### src/rtl/quad_enc_sim_pkg.sv
// Shared constants for the simulated motor-feedback sources (quadrature and hall).
// Holds the AB state encoding and the direction constants.
package quad_enc_sim_pkg;

    typedef logic [1:0] ab_t;

    // AB outputs for each quadrature state, packed as {A, B}.
    localparam ab_t Q0_AB = 2'b00;
    localparam ab_t Q1_AB = 2'b10;
    localparam ab_t Q2_AB = 2'b11;
    localparam ab_t Q3_AB = 2'b01;

    localparam logic DIR_FWD = 1'b0;
    localparam logic DIR_REV = 1'b1;

    function automatic ab_t q_to_ab(input logic [1:0] q);
        ab_t ab;
        case (q)
            2'd0:    ab = Q0_AB;
            2'd1:    ab = Q1_AB;
            2'd2:    ab = Q2_AB;
            default: ab = Q3_AB;
        endcase
        return ab;
    endfunction

endpackage

### src/rtl/enc_step_prescaler.sv
// Step prescaler: divides xclk down to one tick every max(step_period, 1) cycles.
// The partial count is discarded whenever enable is low.
module enc_step_prescaler #(
    parameter int PERIOD_W = 16
) (
    input  logic                xclk,
    input  logic                reset,
    input  logic                enable,
    input  logic [PERIOD_W-1:0] step_period,
    output logic                tick
);

    logic [PERIOD_W-1:0] cnt_q;
    logic [PERIOD_W-1:0] cnt_d;
    logic [PERIOD_W-1:0] last_cnt;

    // A >= compare lets a live shrink of step_period fire at once instead of
    // letting the counter run all the way around.
    assign last_cnt = (step_period == '0) ? '0 : step_period - PERIOD_W'(1);
    assign tick     = enable && (cnt_q >= last_cnt);

    always_comb begin
        cnt_d = cnt_q + PERIOD_W'(1);
        if (!enable || tick) begin
            cnt_d = '0;
        end
    end

    always_ff @(posedge xclk or negedge reset) begin
        if (!reset) begin
            cnt_q <= '0;
        end else begin
            cnt_q <= cnt_d;
        end
    end

endmodule

### src/rtl/quad_enc_sim.sv
// Simulated quadrature encoder: registered, glitch-free A/B/I plus position.
// Define QUAD_ENC_SIM_INDEX_EN to build the position counter, enc_i and index_pulse.
module quad_enc_sim
    import quad_enc_sim_pkg::*;
#(
    parameter int PERIOD_W = 16,
    parameter int POS_W    = 16
) (
    input  logic                xclk,
    input  logic                reset,
    input  logic                enable,
    input  logic                direction,
    input  logic [PERIOD_W-1:0] step_period,
    input  logic [POS_W-1:0]    counts_per_rev,
    output logic                enc_a,
    output logic                enc_b,
    output logic                enc_i,
    output logic [POS_W-1:0]    position,
    output logic                index_pulse
);

    logic       tick;
    logic [1:0] q_q;
    logic [1:0] q_d;
    ab_t        ab_q;
    ab_t        ab_d;

    enc_step_prescaler #(
        .PERIOD_W (PERIOD_W)
    ) u_prescaler (
        .xclk        (xclk),
        .reset       (reset),
        .enable      (enable),
        .step_period (step_period),
        .tick        (tick)
    );

    // Stepping q by one in either direction guarantees a single A/B edge per tick,
    // and a reversal simply walks back through the state just left.
    always_comb begin
        q_d = q_q;
        if (tick) begin
            q_d = (direction == DIR_FWD) ? q_q + 2'd1 : q_q - 2'd1;
        end
        ab_d = q_to_ab(q_d);
    end

    always_ff @(posedge xclk or negedge reset) begin
        if (!reset) begin
            q_q  <= 2'd0;
            ab_q <= Q0_AB;
        end else begin
            q_q  <= q_d;
            ab_q <= ab_d;
        end
    end

    assign enc_a = ab_q[1];
    assign enc_b = ab_q[0];

`ifdef QUAD_ENC_SIM_INDEX_EN
    logic [POS_W-1:0] pos_q;
    logic [POS_W-1:0] pos_d;
    logic [POS_W-1:0] last_pos;
    logic             enc_i_q;
    logic             enc_i_d;
    logic             pulse_q;
    logic             pulse_d;

    // counts_per_rev of 0 underflows to all ones, i.e. a full 2^POS_W revolution.
    assign last_pos = counts_per_rev - POS_W'(1);

    // The forward wrap uses >= so that shrinking counts_per_rev below the
    // current position snaps back to 0 on the next forward step.
    always_comb begin
        pos_d   = pos_q;
        enc_i_d = enc_i_q;
        pulse_d = 1'b0;
        if (tick) begin
            if (direction == DIR_FWD) begin
                pos_d = (pos_q >= last_pos) ? '0 : pos_q + POS_W'(1);
            end else begin
                pos_d = (pos_q == '0) ? last_pos : pos_q - POS_W'(1);
            end
            enc_i_d = (pos_d == '0);
            pulse_d = (pos_d == '0) && (pos_q != '0);
        end
    end

    always_ff @(posedge xclk or negedge reset) begin
        if (!reset) begin
            pos_q   <= '0;
            enc_i_q <= 1'b1;
            pulse_q <= 1'b0;
        end else begin
            pos_q   <= pos_d;
            enc_i_q <= enc_i_d;
            pulse_q <= pulse_d;
        end
    end

    assign position    = pos_q;
    assign enc_i       = enc_i_q;
    assign index_pulse = pulse_q;
`else
    logic unused_cpr;

    assign unused_cpr  = ^counts_per_rev;
    assign position    = '0;
    assign enc_i       = 1'b0;
    assign index_pulse = 1'b0;
`endif

endmodule

### config.mk
export PLATFORM = sky130hd
export DESIGN_NAME = quad_enc_sim
export DESIGN_NICKNAME = d
export VERILOG_FILES = /design/src/rtl/quad_enc_sim_pkg.sv /design/src/rtl/enc_step_prescaler.sv /design/src/rtl/quad_enc_sim.sv
export SDC_FILE = /design/constraint.sdc
export NUM_CORES = 1
export LEC_CHECK = 0
export BUFFER_PORTS_ARGS = -buffer_cell sky130_fd_sc_hd__buf_2
export CAP_MARGIN = 20
export CORE_MARGIN = 2
export CORE_UTILIZATION = 45
export DETAILED_ROUTE_END_ITERATION = 8
export PLACE_DENSITY = 0.69
export SLEW_MARGIN = 10
export SYNTH_ARGS = -nofsm -noshare
export SYNTH_HDL_FRONTEND = slang
export SYNTH_HIERARCHICAL = 1
export SYNTH_SLANG_ARGS = --single-unit
### constraint.sdc
create_clock -name xclk -period 5.6 [get_ports xclk]
set_input_delay 1.12 -clock xclk [delete_from_list [all_inputs] [get_ports xclk]]
set_output_delay 1.12 -clock xclk [all_outputs]
set_load 0.01 [all_outputs]
==> impl_metrics.py, run 1 <==
metrics = {
    "clock_network": {
        "cts_tree": "done",
        "cts_resized": 0,
        "cts_buffer_depth": 2,
        "cts.clk_slew.worst_paths_ns": 0.08,
        "cts_inserted_buffers": 3,
        "insertion_delay_ns": 0.26,
        "htreeDepth": 1,
        "postCtsSetupBuffers": 0,
        "clockRootBuffer": "clkbuf_8",
        "cts.sinks": 20,
        "hold_buffers": 0,
    },
    "min_path": {
        "hold_end": "q_q[1]",
        "hold_class": "flip-flop to flip-flop",
        "whs_path_depth": 1,
        "min_from": "q_q[1]",
    },
    "run": {
        "drv_cap": 0,
    },
    "critical_path": {
        "startpoint_type": "input pin",
        "worstReg2RegStart": "u_prescaler/cnt_q[13]",
        "arrival_ns": 4.73,
        "crit_cells": 15,
        "crit_fanout": 17,
        "crit_buf_inv": 3,
        "worstSetupPathType": "input pin to flip-flop",
        "slowest_stage": "nor4_2",
        "reg2reg_to": "ab_q[0]",
        "r2r_setup_slack_ns": 2.71,
        "required_ns": 5.75,
        "max_stage_delay_ns": 0.52,
        "ff2ff_path_depth": 10,
        "end_kind": "flip-flop",
        "critical-path-top-delay-family": "simple AND/OR/NAND/NOR gates",
        "cp_cell_sequence": "buf_2 > nor4_2 > and3b_1 > nand2_1 > nand2_1 > ha_1 > a211o_1 > a221oi_1 > o211ai_1 > buf_4 > o21a_1 > xor2_1 > inv_1 > ha_1 > or2_2",
    },
    "synth": {
        "synth_flop_cell": "dfrtp_1",
        "synthAdderAreaFrac_pct": 14.13,
        "synth-compound-area-share_pct": 8.479,
        "syn-cell-area_mm2": 0.001859,
        "synth_seq_cells": 20,
        "synth_edf_count": 0,
        "synth_top_family_by_area": "simple AND/OR/NAND/NOR gates",
        "yosys_warnings": 6,
        "avgSynthCellArea_um2": 8.982,
        "muxShareOfSynthArea_pct": 0.5384,
        "ys_types": 45,
        "syn_inst": 207,
        "ys_seq_area_share_pct": 26.92,
        "synthArstFlopShare_pct": 100.0,
        "yosys.area_share.simple_pct": 27.19,
        "synth_xor_area_share_pct": 12.72,
    },
    "placed_design": {
        "dp.final_hpwl_um": 2849,
        "gp_congestion": 0.8213,
        "io_buffers": 21,
    },
    "pwr": {
        "power_leakage_nw": 0.9853,
        "vdd.ir_drop.worst_mv": 0.1524,
        "cellPowerDensity_mw_per_mm2": 183.1,
        "pwr-share-seq_pct": 42.6,
        "p_sw_mw": 0.09547,
        "clkPwrFrac_pct": 38.7,
        "pwr-share-comb_pct": 18.7,
        "switching_share_pct": 25.71,
        "intPower_mw": 0.2758,
    },
    "timing": {
        "skew_ns": 0.007746,
        "max_freq_mhz": 218.3,
        "setup_viol": 0,
        "slew_violations": 0,
        "relSlewSlack_pct": 64.81,
        "max_slew.worst_pin.slew_ns": 0.5235,
        "rsz0062_at_grt": "false",
        "setup_tns_ns": 0,
        "period_minus_slack_ns": 4.581,
        "hold_viol_final": 0,
        "post-route-period-util_pct": 81.80,
    },
    "finish": {
        "post_route_cells_drive_above_1_share_pct": 16.59,
        "antennaDiodeCount": 0,
        "areaGrowthSynthToFinish_pct": 9.085,
        "fin_nets": 287,
        "post-route-util_pct": 50.70,
    },
    "drt": {
        "drt_wl_total_um": 3728,
        "post-route-drc-count": 0,
        "num_vias": 1491,
        "ant_nets": 0,
        "via_per_inst": 5.344,
        "drt-initial-drc-count": 114,
        "avgRoutedWirePerCell_um": 13.36,
        "drtPass1Iterations": 4,
    },
    "grt": {
        "grt_pass1_vias": 1400,
        "grt_first_pass_wirelength_um": 6492,
        "antenna_found_initial": 0,
        "grt_start_max_net_pins": 21,
        "globalRouteOverflowTotal": 0,
        "track_usage_pct": 18.19,
    },
    "floorplan": {
        "core.rowCount": 23,
        "start_util_pct": 46.48,
        "io_pins": 56,
        "die_height_um": 68.28,
        "die_w_um": 68.28,
        "fp.dieArea_mm2": 0.004662,
        "core_mm2": 0.004000,
    },
    "run_status": {
        "outcome": "finished clean",
    },
}
[synthesized netlist by cell type (2+ instances only)]
cell type,count,area share [%]
a21o_1,2,0.81
a21oi_1,3,0.81
a221oi_1,2,0.94
and3b_1,2,0.94
and4_1,2,0.94
buf_2,2,0.54
buf_4,18,7.3
clkbuf_1,3,0.61
dfrtp_1,20,27
ha_1,21,14
inv_1,7,1.4
nand2_1,21,4.2
nand2b_1,2,0.67
nand3_1,9,2.4
nand4_1,6,2.0
nand4b_1,3,1.4
nor2_1,5,1.0
nor3_1,21,5.7
nor4_1,4,1.3
o21a_1,3,1.2
o31ai_1,2,0.81
xnor2_1,16,7.5
xor2_1,11,5.2
[worst max path at each step]
stage,slack (ns),to,from
2_1_floorplan,1.37,ab_q[0],step_period[9]
3_3_place_gp,0.87,ab_q[0],step_period[9]
3_5_place_dp,0.84,ab_q[0],step_period[9]
4_1_cts,1.11,ab_q[0],step_period[9]
5_1_grt,0.69,ab_q[0],step_period[9]
6_report,1.02,ab_q[0],step_period[9]
[worst reg2reg max path, delay by kind of cell (launching register included)]
family          cells  cell delay (ns)
fa+ha+maj           2             0.51
simple gates        1             0.27
buf+inv             2             0.30
xor+xnor            1             0.24
flops               1             0.43
compound gates      4             1.04
[sequential cells by signal, indices dropped and copies added, names as in the netlist]
register,flops
ab_q,2
q_q,2
u_prescaler/cnt_q,16
[power by group through the flow]
stage	clock [mW]	combinational, mW	sequential [mW]
final	0.144	0.0694	0.158
after global routing	0.154	0.0799	0.159
after CTS	0.148	0.0699	0.158
after detailed placement	0	0.0694	0.161
after global placement	0	0.0672	0.161
after floorplan	0	0.0510	0.162
[layout make-up]
| class | instances | area, um2 |
|---|---|---|
| inverter | 7 | 26.28 |
| multi-input combinational | 174 | 1240 |
| clock buffer | 3 | 41.29 |
| fill | 383 | 1972 |
| clock inverter | 1 | 30.03 |
| timing repair buffer | 24 | 127.6 |
| tap | 50 | 62.56 |
| sequential | 20 | 500.5 |
[placed cells by master, fill, tap and decap left out, types with 3 or more instances in the layout]
cell and instances:
dfrtp_1 20, inv_1 7, clkbuf_8 3, nand4_1 6, xnor2_1 16, buf_4 3, nor2_1 5, ha_1 21
o21a_1 3, nand2_1 21, nor4_1 4, xor2_1 11, nand4b_1 3, conb_1 18, buf_2 21, nand3_1 9
nor3_1 21, a21oi_1 3
[kinds of logic (layout without fill, tap and decap cells)]
kind of cell,after synthesis,in the layout
adders and majority gates,21,21
and+or+nand+nor,88,88
other,1,18
xor gates and xnor gates,27,27
buffers and inverters,30,35
AOI/OAI and AO/OA,19,19
muxes,1,1
DFF,20,20
[metrics by stage]
step | power (mW) | hold slack, ns | std cells | area [um2] | worst slack (ns)
floorplan | 0.2128 | 0.4727 | 224 | 1923 | 1.371
global placement | 0.2278 | 0.4965 | 275 | 1957 | 0.8746
detailed placement | 0.2305 | 0.5034 | 275 | 1957 | 0.8421
CTS | 0.3758 | 0.5184 | 279 | 2028 | 1.111
global route | 0.3928 | 0.5360 | 279 | 2028 | 0.6900
finish | 0.3713 | 0.5065 | 279 | 2028 | 1.019
[layer usage]
layer	GRT usage [%]	up-vias	routed length (um)	share of wire (%)
li1	-	752	-	-
met1	24.97	704	1810	49
met2	29.73	31	1772	48
met3	3.947	4	120	3.2
met4	3.000	0	25	0.67
met5	0	-	0	0
No activity file was read; power rests on OpenSTA's default activity.
==> inputs of run 2 (changes only) <==
==> constraint.sdc (replaced) <==
create_clock -name xclk -period 4.51 [get_ports xclk]
set_input_delay 0.902 -clock xclk [delete_from_list [all_inputs] [get_ports xclk]]
set_output_delay 0.902 -clock xclk [all_outputs]
set_load 0.01 [all_outputs]
==> impl_metrics.py, run 2 (same netlist as run 1, synthesis figures left out) <==
metrics = {
    "run_status": {
        "outcome": "finished clean",
    },
    "timing": {
        "skew_ns": 0.006760,
        "max_slew.worst_pin.slew_ns": 0.5223,
        "rsz0062_at_grt": "false",
        "period_minus_slack_ns": 4.051,
        "hold_viol_final": 0,
        "slew_violations": 0,
        "relSlewSlack_pct": 64.89,
        "setup_tns_ns": 0,
        "setup_viol": 0,
        "max_freq_mhz": 246.9,
        "post-route-period-util_pct": 89.82,
    },
    "clock_network": {
        "cts_resized": 0,
        "cts_inserted_buffers": 3,
        "postCtsSetupBuffers": 0,
        "cts_buffer_depth": 2,
        "insertion_delay_ns": 0.26,
        "cts_tree": "done",
        "clockRootBuffer": "clkbuf_8",
        "cts.sinks": 20,
        "hold_buffers": 0,
        "cts.clk_slew.worst_paths_ns": 0.08,
        "htreeDepth": 1,
    },
    "critical_path": {
        "reg2reg_to": "ab_q[0]",
        "startpoint_type": "input pin",
        "r2r_setup_slack_ns": 1.81,
        "crit_fanout": 6,
        "worstSetupStartpoint": "step_period[9]",
        "ff2ff_path_depth": 9,
        "worstReg2RegStart": "u_prescaler/cnt_q[13]",
        "end_kind": "flip-flop",
        "required_ns": 4.65,
        "worstSetupPathType": "input pin to flip-flop",
        "crit_end": "ab_q[0]",
        "arrival_ns": 4.20,
    },
    "finish": {
        "multi_input_area_mm2": 0.001240,
        "fin_nets": 288,
        "reg_top3": "u_prescaler/cnt_q: 16 flops, ab_q: 2 flops, q_q: 2 flops",
        "largest_reg_flops": 16,
        "antennaDiodeCount": 0,
        "final_cell_mix": "nand2_1, ha_1, buf_2, nor3_1, dfrtp_1",
        "n_fill_cell": 397,
        "regArea_um2": 500.5,
        "post_route_cells_drive_above_1_share_pct": 16.96,
        "regMostFlops": "u_prescaler/cnt_q",
        "areaGrowthSynthToFinish_pct": 8.614,
    },
    "drt": {
        "via_per_inst": 5.236,
        "drt-initial-drc-count": 68,
        "post-route-drc-count": 0,
        "drtPass1Iterations": 4,
        "num_vias": 1466,
        "avgRoutedWirePerCell_um": 12.42,
        "ant_nets": 0,
        "drt_wl_total_um": 3478,
    },
    "grt": {
        "antenna_found_initial": 0,
        "grt_pass1_vias": 1277,
        "grt_use_met3_pct": 3.618,
        "globalRouteOverflowTotal": 0,
        "grt_use_met2_pct": 26.82,
        "use_met1_pct": 24.37,
        "grt_first_pass_wirelength_um": 5996,
        "grt_start_max_net_pins": 21,
        "track_usage_pct": 16.86,
        "busiest_layer": "met2",
    },
    "pwr": {
        "cellPowerDensity_mw_per_mm2": 206.2,
        "power_leakage_nw": 0.9825,
        "power.total_mw": 0.4164,
        "vdd.ir_drop.worst_mv": 0.1726,
    },
    "floorplan": {
        "start_util_pct": 46.48,
        "core_mm2": 0.004000,
        "die_height_um": 68.28,
        "fp.dieArea_mm2": 0.004662,
        "io_pins": 56,
        "core.rowCount": 23,
        "die_w_um": 68.28,
    },
    "min_path": {
        "hold_class": "flip-flop to flip-flop",
    },
    "placed_design": {
        "dp.final_hpwl_um": 2769,
        "gp_congestion": 0.7730,
        "io_buffers": 21,
    },
    "run": {
        "drv_cap": 0,
    },
}
==> run 2: changes by cell type in the layout (fill, tap and decap cells not counted), sizes merged <==
cell	delta
buf	+1
clkbuf	+1
bufinv	-1
==> run 2: cell type report <==
cell class,instances,area share [%]
sequential,20,24.78
inverter,7,1.301
clock buffer,4,2.726
multi-input combinational,174,61.40
tap,50,3.098
timing repair buffer,25,6.691
==> run 2: where the power goes <==
group / internal, mW / switching [mW]
Sequential: 0.189 / 0.00732
Combinational: 0.0355 / 0.0498
Clock: 0.0776 / 0.0575
==> run 2: worst min-delay path by stage <==
| stage | startpoint | endpoint | depth (start not counted) |
|---|---|---|---|
| after CTS | q_q[1] | q_q[1] | 1 |
| final | q_q[1] | q_q[1] | 1 |
| after detailed placement | q_q[1] | q_q[1] | 1 |
| after global routing | q_q[1] | q_q[1] | 1 |
| after global placement | q_q[1] | q_q[1] | 1 |
| after floorplan | q_q[1] | q_q[1] | 1 |
==> run 2: per-stage QoR <==
step / setup WS [ns] / hold WS (ns) / util, % / std cells / cell area (um2)
after floorplan: 0.4985 / 0.4727 / - / 224 / 1923
after CTS: 0.4409 / 0.5263 / 50.48 / 280 / 2019
after detailed placement: 0.1806 / 0.5127 / 49.11 / 276 / 1964
after global placement: 0.2624 / 0.4954 / 49.11 / 276 / 1964
final: 0.4591 / 0.5199 / 50.48 / 280 / 2019
after global routing: 0.1431 / 0.5485 / 50.48 / 280 / 2019
==> run 2: worst max-delay path, cell delays in order <==
cell      delay (ns)
buf_2           0.11
nor4_2          0.51
and3b_1         0.31
nand3_1         0.11
mux2i_1         0.20
ha_1            0.27
and4_1          0.23
a221oi_1        0.33
o211ai_1        0.19
o21a_1          0.24
xor2_1          0.26
inv_1           0.08
ha_1            0.19
or2_2           0.26
==> run 2: per-layer routing <==
layer	share of wire [%]	vias up
li1	-	756
met1	49	680
met2	47	28
met3	3.6	2
met4	0.17	0
met5	0	-
